===== src/rtl/mem_responder_pkg.sv =====
// -----------------------------------------------------------------------------
// mem_responder_pkg
// Shared definitions for the memory responder and the CPU datapath that talks
// to it: default bus widths, the memory-mapped I/O addresses at the top of the
// address space, and the responder state encoding.
// -----------------------------------------------------------------------------
package mem_responder_pkg;

    localparam int DEF_DATA_W = 8;
    localparam int DEF_ADDR_W = 8;

    // MMIO locations for the default address width (all-ones and all-ones-1).
    localparam logic [DEF_ADDR_W-1:0] MMIO_LED_ADDR = 8'hFF;
    localparam logic [DEF_ADDR_W-1:0] MMIO_SW_ADDR  = 8'hFE;

    typedef enum logic [1:0] {
        ST_IDLE = 2'd0,
        ST_WAIT = 2'd1,
        ST_DONE = 2'd2
    } state_e;

endpackage


===== src/rtl/mem_ram.sv =====
// -----------------------------------------------------------------------------
// mem_ram
// Synchronous single-port RAM with write enable and a registered read port,
// written so that it maps onto a block RAM with an output register.
// Ports:
//   clk    in   clock
//   rst_n  in   async active-low reset, clears only the read register
//   we     in   write enable
//   re     in   read enable; rdata holds between reads
//   addr   in   word address
//   wdata  in   write data
//   rdata  out  registered read data
// -----------------------------------------------------------------------------
module mem_ram #(
    parameter int DATA_W = 8,
    parameter int ADDR_W = 8
) (
    input  logic              clk,
    input  logic              rst_n,
    input  logic              we,
    input  logic              re,
    input  logic [ADDR_W-1:0] addr,
    input  logic [DATA_W-1:0] wdata,
    output logic [DATA_W-1:0] rdata
);

    logic [DATA_W-1:0] mem_q [0:(1<<ADDR_W)-1];
    logic [DATA_W-1:0] rdata_q;

    // Array contents are deliberately never reset.
    always_ff @(posedge clk) begin
        if (we) begin
            mem_q[addr] <= wdata;
        end
    end

    always_ff @(posedge clk or negedge rst_n) begin
        if (!rst_n) begin
            rdata_q <= '0;
        end else if (re) begin
            rdata_q <= mem_q[addr];
        end
    end

    assign rdata = rdata_q;

endmodule


===== src/rtl/mem_responder.sv =====
// -----------------------------------------------------------------------------
// mem_responder
// Memory-side responder for the multi-cycle CPU control unit. Accepts a held
// MemRead/MemWrite request, waits WAIT_STATES cycles, performs the access on
// the edge leaving the wait phase and pulses MemReady for one cycle.
// Build option: define MEM_MMIO_EN to map an LED register at address all-ones
// and a synchronized switch port at all-ones-1; otherwise both are plain RAM.
// Ports:
//   clock     in   single clock
//   reset     in   async active-low reset
//   MemRead   in   read request, held until MemReady
//   MemWrite  in   write request, held until MemReady (wins over MemRead)
//   Addr      in   word address, sampled at acceptance
//   WrData    in   write data, sampled at acceptance
//   RdData    out  registered read data, valid with MemReady, held until next read
//   MemReady  out  one-cycle registered completion strobe
//   ioSwitch  in   asynchronous switch inputs
//   ioLED     out  LED register (0 when MMIO is disabled)
// -----------------------------------------------------------------------------
module mem_responder
    import mem_responder_pkg::*;
#(
    parameter int DATA_W      = DEF_DATA_W,
    parameter int ADDR_W      = DEF_ADDR_W,
    parameter int WAIT_STATES = 1
) (
    input  logic              clock,
    input  logic              reset,
    input  logic              MemRead,
    input  logic              MemWrite,
    input  logic [ADDR_W-1:0] Addr,
    input  logic [DATA_W-1:0] WrData,
    output logic [DATA_W-1:0] RdData,
    output logic              MemReady,
    input  logic [DATA_W-1:0] ioSwitch,
    output logic [DATA_W-1:0] ioLED
);

    localparam logic [3:0] WS_INIT = (WAIT_STATES > 0) ? 4'(WAIT_STATES - 1) : 4'd0;

    state_e            state_q;
    logic [3:0]        cnt_q;
    logic [ADDR_W-1:0] addr_q;
    logic [DATA_W-1:0] data_q;
    logic              wr_q;
    logic              ready_q;

    logic              req;
    logic              acc_fire;
    logic              acc_wr;
    logic [ADDR_W-1:0] acc_addr;
    logic [DATA_W-1:0] acc_data;
    logic              ram_we;
    logic              ram_re;
    logic [DATA_W-1:0] ram_q;

    assign req = MemRead | MemWrite;

    // With zero wait states the access happens on the acceptance edge itself,
    // so the live bus is used; otherwise the latched request is used. The
    // reset term keeps a request held during reset from touching the RAM.
    always_comb begin
        acc_fire = 1'b0;
        acc_wr   = wr_q;
        acc_addr = addr_q;
        acc_data = data_q;
        if (state_q == ST_IDLE) begin
            acc_wr   = MemWrite;
            acc_addr = Addr;
            acc_data = WrData;
            acc_fire = reset & req & (WAIT_STATES == 0);
        end else if (state_q == ST_WAIT) begin
            acc_fire = reset & (cnt_q == 4'd0);
        end
    end

    always_ff @(posedge clock or negedge reset) begin
        if (!reset) begin
            state_q <= ST_IDLE;
            cnt_q   <= 4'd0;
            addr_q  <= '0;
            data_q  <= '0;
            wr_q    <= 1'b0;
            ready_q <= 1'b0;
        end else begin
            case (state_q)
                ST_IDLE: begin
                    ready_q <= 1'b0;
                    if (req) begin
                        addr_q <= Addr;
                        data_q <= WrData;
                        wr_q   <= MemWrite;
                        if (WAIT_STATES == 0) begin
                            state_q <= ST_DONE;
                            ready_q <= 1'b1;
                        end else begin
                            state_q <= ST_WAIT;
                            cnt_q   <= WS_INIT;
                        end
                    end
                end
                ST_WAIT: begin
                    if (cnt_q == 4'd0) begin
                        state_q <= ST_DONE;
                        ready_q <= 1'b1;
                    end else begin
                        cnt_q <= cnt_q - 4'd1;
                    end
                end
                ST_DONE: begin
                    state_q <= ST_IDLE;
                    ready_q <= 1'b0;
                end
                default: begin
                    state_q <= ST_IDLE;
                    ready_q <= 1'b0;
                end
            endcase
        end
    end

    assign MemReady = ready_q;

`ifdef MEM_MMIO_EN
    localparam logic [ADDR_W-1:0] LED_A = '1;
    localparam logic [ADDR_W-1:0] SW_A  = {{(ADDR_W-1){1'b1}}, 1'b0};

    logic              is_led;
    logic              is_sw;
    logic              is_mmio;
    logic [DATA_W-1:0] sw_meta_q;
    logic [DATA_W-1:0] sw_sync_q;
    logic [DATA_W-1:0] led_q;
    logic [DATA_W-1:0] mmio_q;
    logic              src_mmio_q;

    assign is_led  = (acc_addr == LED_A);
    assign is_sw   = (acc_addr == SW_A);
    assign is_mmio = is_led | is_sw;
    assign ram_we  = acc_fire &  acc_wr & ~is_mmio;
    assign ram_re  = acc_fire & ~acc_wr & ~is_mmio;

    // RdData comes either from the RAM output register or from mmio_q;
    // src_mmio_q remembers which source the most recent read used.
    always_ff @(posedge clock or negedge reset) begin
        if (!reset) begin
            sw_meta_q  <= '0;
            sw_sync_q  <= '0;
            led_q      <= '0;
            mmio_q     <= '0;
            src_mmio_q <= 1'b0;
        end else begin
            sw_meta_q <= ioSwitch;
            sw_sync_q <= sw_meta_q;
            if (acc_fire && acc_wr && is_led) begin
                led_q <= acc_data;
            end
            if (acc_fire && !acc_wr) begin
                src_mmio_q <= is_mmio;
                if (is_mmio) begin
                    mmio_q <= is_led ? led_q : sw_sync_q;
                end
            end
        end
    end

    assign RdData = src_mmio_q ? mmio_q : ram_q;
    assign ioLED  = led_q;
`else
    logic unused_sw;

    assign ram_we    = acc_fire &  acc_wr;
    assign ram_re    = acc_fire & ~acc_wr;
    assign RdData    = ram_q;
    assign ioLED     = '0;
    assign unused_sw = ^ioSwitch;
`endif

    mem_ram #(
        .DATA_W (DATA_W),
        .ADDR_W (ADDR_W)
    ) u_ram (
        .clk   (clock),
        .rst_n (reset),
        .we    (ram_we),
        .re    (ram_re),
        .addr  (acc_addr),
        .wdata (acc_data),
        .rdata (ram_q)
    );

endmodule


===== config.mk =====
export PLATFORM = sky130hd
export DESIGN_NAME = mem_responder
export DESIGN_NICKNAME = d
export VERILOG_FILES = /design/src/rtl/mem_responder_pkg.sv /design/src/rtl/mem_ram.sv /design/src/rtl/mem_responder.sv
export SDC_FILE = /design/constraint.sdc
export NUM_CORES = 2
export LEC_CHECK = 0
export ABC_AREA = 1
export CAP_MARGIN = 0
export CORE_MARGIN = 3
export CORE_UTILIZATION = 30
export DETAILED_ROUTE_END_ITERATION = 10
export HOLD_SLACK_MARGIN = 0.03
export PLACE_DENSITY = 0.47
export SYNTH_ARGS = -nofsm -noshare
export SYNTH_HDL_FRONTEND = slang
export SYNTH_SLANG_ARGS = --single-unit

===== constraint.sdc =====
create_clock -name clock -period 18 [get_ports clock]
set_clock_uncertainty 0.2 [all_clocks]
set_input_delay 3.6 -clock clock [delete_from_list [all_inputs] [get_ports clock]]
set_output_delay 3.6 -clock clock [all_outputs]
set_load 0.01 [all_outputs]

==> flow_summary_export.csv <==
group,metric,value,unit
run_status,status,"finished, final reports clean",
power_and_ir_drop,p_leak,0.0386,uW
clock_tree,cts_made_buffers,221,
clock_tree,cts_buffer_depth,4,
sta,timing.final.ws_setup,8.51,ns
clock_tree,clock_tree.root_cell,"clkbuf_16",
die,core-area,291000,um2
worst_setup_path,cp.buffers_inverters,6,
worst_setup_path,startpoint,"Addr[0]",
worst_setup_path,worstRegToRegCells,20,
sta,hold_violations,0,
synthesis,ys_warn_count,0,
clock_tree,insertion_delay,0.89,ns
sta,relSlewSlack,15.6,%
power_and_ir_drop,cellPowerDensity,199,nW/um2
route,wire_per_inst,20.9,um
route,wl,261000,um
synthesis,ys_types,26,
worst_setup_path,critical_path_class,"primary input to register",
synthesis,avgSynthCellArea,10.3,um2
synthesis,syn_inst,8557,
worst_setup_path,cp_slowest_cell,"nand2_8",
global_routing,grt_max_degree,193,
cells_and_area,final_cells,12500,
global_routing,first_global_vias,55800,
worst_setup_path,rrSetupSlack,10.82,ns
cells_and_area,final_common_cell,"nand2_1",
clock_tree,cts_hold_buf,0,
worst_setup_path,endpoint,"u_ram.rdata[2]",
route,avgViaCountPerCell,4.64,
place,dp.cells,12100,
place,dpl.hpwl,143000,um
place,dp_slack,7.41,ns
route,drt_iter0_drc,5127,
worst_setup_path,critPathMostFrequentCell,"nand2_1",
synthesis,ys_seq_elements,2080,
route,routed-via-count,58000,
cells_and_area,layout-drive-gt1-share,5.12,%
sta,max_freq,105,MHz
place,gp_congestion,0.812,
sta,worstMarginPinSlew,1.27,ns
place,portBuffers,28,
cells_and_area,final_cell_mix,"nand2_1 (4850), edfxtp_1 (2048), nor2_1 (614)",
sta,period_minus_slack,9.49,ns
global_routing,overflow,0,
worst_setup_path,cp_data_arrival_time,10.09,ns
global_routing,antenna_found_initial,10,
worst_setup_path,cp_max_fo,158,
sta,fin_setup_tns,0,ns
die,die_area,299000,um2
power_and_ir_drop,power,19600,uW
sta,rsz0062_at_grt,"false",
sta,maxSlewViolCount,0,
sta,setup_viol,0,
sta,period_share,52.7,%
die,die_w,547,um
route,drc,0,
synthesis,ys_seq_area_share,70.9,%
global_routing,grt.total_usage,17.0,%
route,firstDrtPassIters,6,
clock_tree,cts_sinks,2080,
worst_setup_path,cp-end-kind,"register",
die,top_level_ports,45,
clock_tree,path_clk_slew,0.06,ns
worst_setup_path,crit_family,"buffers and inverters",
clock_tree,cts_setup_buffers,0,
route,postRouteAntennaNets,0,
cells_and_area,synthToLayoutAreaGrowth,12.4,%
clock_tree,ctsResizeCount,0,
global_routing,grt_pass1_wl,383000,um
worst_setup_path,path_cells,"clkdlybuf4s50_1 -> inv_1 -> nand2_4 -> nand2_8 -> buf_12 -> buf_4 -> buf_4 -> buf_4 -> nand2_1 -> nand2_1 -> nand2_1 -> nand2_1 -> nand2_1 -> nand2_1 -> nor2_1 -> nor2_1 -> nor2_1 -> nand2_1 -> nand2_1 -> nand3_1 -> nor2_1 -> nor2_1",
die,start_util,30.2,%
clock_tree,tritoncts,"yes",
worst_setup_path,max_stage_delay,0.90,ns
synthesis,synth.cell_area,87900,um2
worst_setup_path,r2r_start,"state_q[1]",
sta,whs,0.284,ns
die,rows,198,
worst_setup_path,cp-start-kind,"primary input",
hold_path,hold_path_class,"register to register",
worst_setup_path,crit_required,18.59,ns
die,fp.dieH,547,um
power_and_ir_drop,ir_drop,0.219,mV
clock_tree,h-tree-depth,4,
worst_setup_path,reg2reg_to,"u_ram.rdata[0]",
run,max_cap_violations,0,
worst_setup_path,cp.depth,22,
cells_and_area,fin_nets,8470,
==> stage by stage <==
step | cell area (um2) | utilization [%]
after floorplan | 87900 | -
after global placement | 91900 | 31.6
after detailed placement | 91900 | 31.6
after CTS | 98800 | 33.9
after global routing | 98800 | 33.9
final | 98800 | 33.9
==> per-layer routing <==
metal,GRT usage [%],part of all wire (%),up-vias
met1,23.9,45,28400
li1,-,-,27800
met5,0,0,-
met4,4.04,2.4,0
met2,27.9,47,1452
met3,2.37,5.3,330
==> Yosys cell counts (all sizes together) <==
cell type,count,share of area [%]
conb,1,0.0043
dfrtp,32,0.91
nand3,436,2.5
inv,42,0.18
o22ai,1,0.0071
nand2,4857,21
ha,2,0.028
a21oi,1,0.0057
o21a,1,0.0085
buf,321,2.0
nor2,624,2.7
nor3,3,0.017
o21ai,36,0.22
edfxtp,2048,70
clkbuf,152,0.65
==> cell families after synthesis <==
group / count (synthesis) / share of synthesized area [%]
and+or+nand+nor: 5920 / 26.0
DFF: 2080 / 70.9
adders and majority gates: 2 / 0.0285
other: 1 / 0.00427
buffers and inverters: 515 / 2.80
AOI/OAI and AO/OA: 39 / 0.239
==> how the worst min path moves through the flow <==
stage               from         to  slack (ns)  cells past startpoint
4_1_cts        data_q[5]  data_q[5]        0.29                      2
6_report       addr_q[6]  addr_q[6]        0.28                      2
2_1_floorplan  addr_q[4]  addr_q[4]        0.25                      2
3_3_place_gp   addr_q[5]  addr_q[5]        0.27                      2
5_1_grt        addr_q[5]  addr_q[5]        0.31                      2
3_5_place_dp   data_q[5]  data_q[5]        0.28                      2
==> flip-flops by register name (all words and copies together), names as in the netlist <==
name / count
u_ram.rdata: 8
cnt_q: 4
data_q: 8
u_ram.mem_q: 2048
MemReady: 1
state_q: 2
wr_q: 1
addr_q: 8
==> power breakdown <==
part / internal (uW) / switching, uW / leakage, uW
Combinational: 1820 / 6930 / 0.0163
Sequential: 6400 / 23.6 / 0.0189
Clock: 2530 / 1900 / 0.00336
Total: 10800 / 8850 / 0.0386
==> worst reg2reg max path, delay by kind of cell (launching register included) <==
kind,cells,cell delay [ns]
flip-flops,1,0.47
AND/OR/NAND/NOR,16,4.50
buffers and inverters,4,1.94
==> cell type report <==
cell class              instances  area (um2)
clock inverters               122        1050
multi-input cells            5969       23400
fillers                     29300      192000
inverters                      42         170
diodes                          3        7.51
well taps                    3900        4880
clock buffers                 272        5800
flip-flops and latches       2080       62300
repair buffers                126        1160
(Power assumes the default switching activity.)
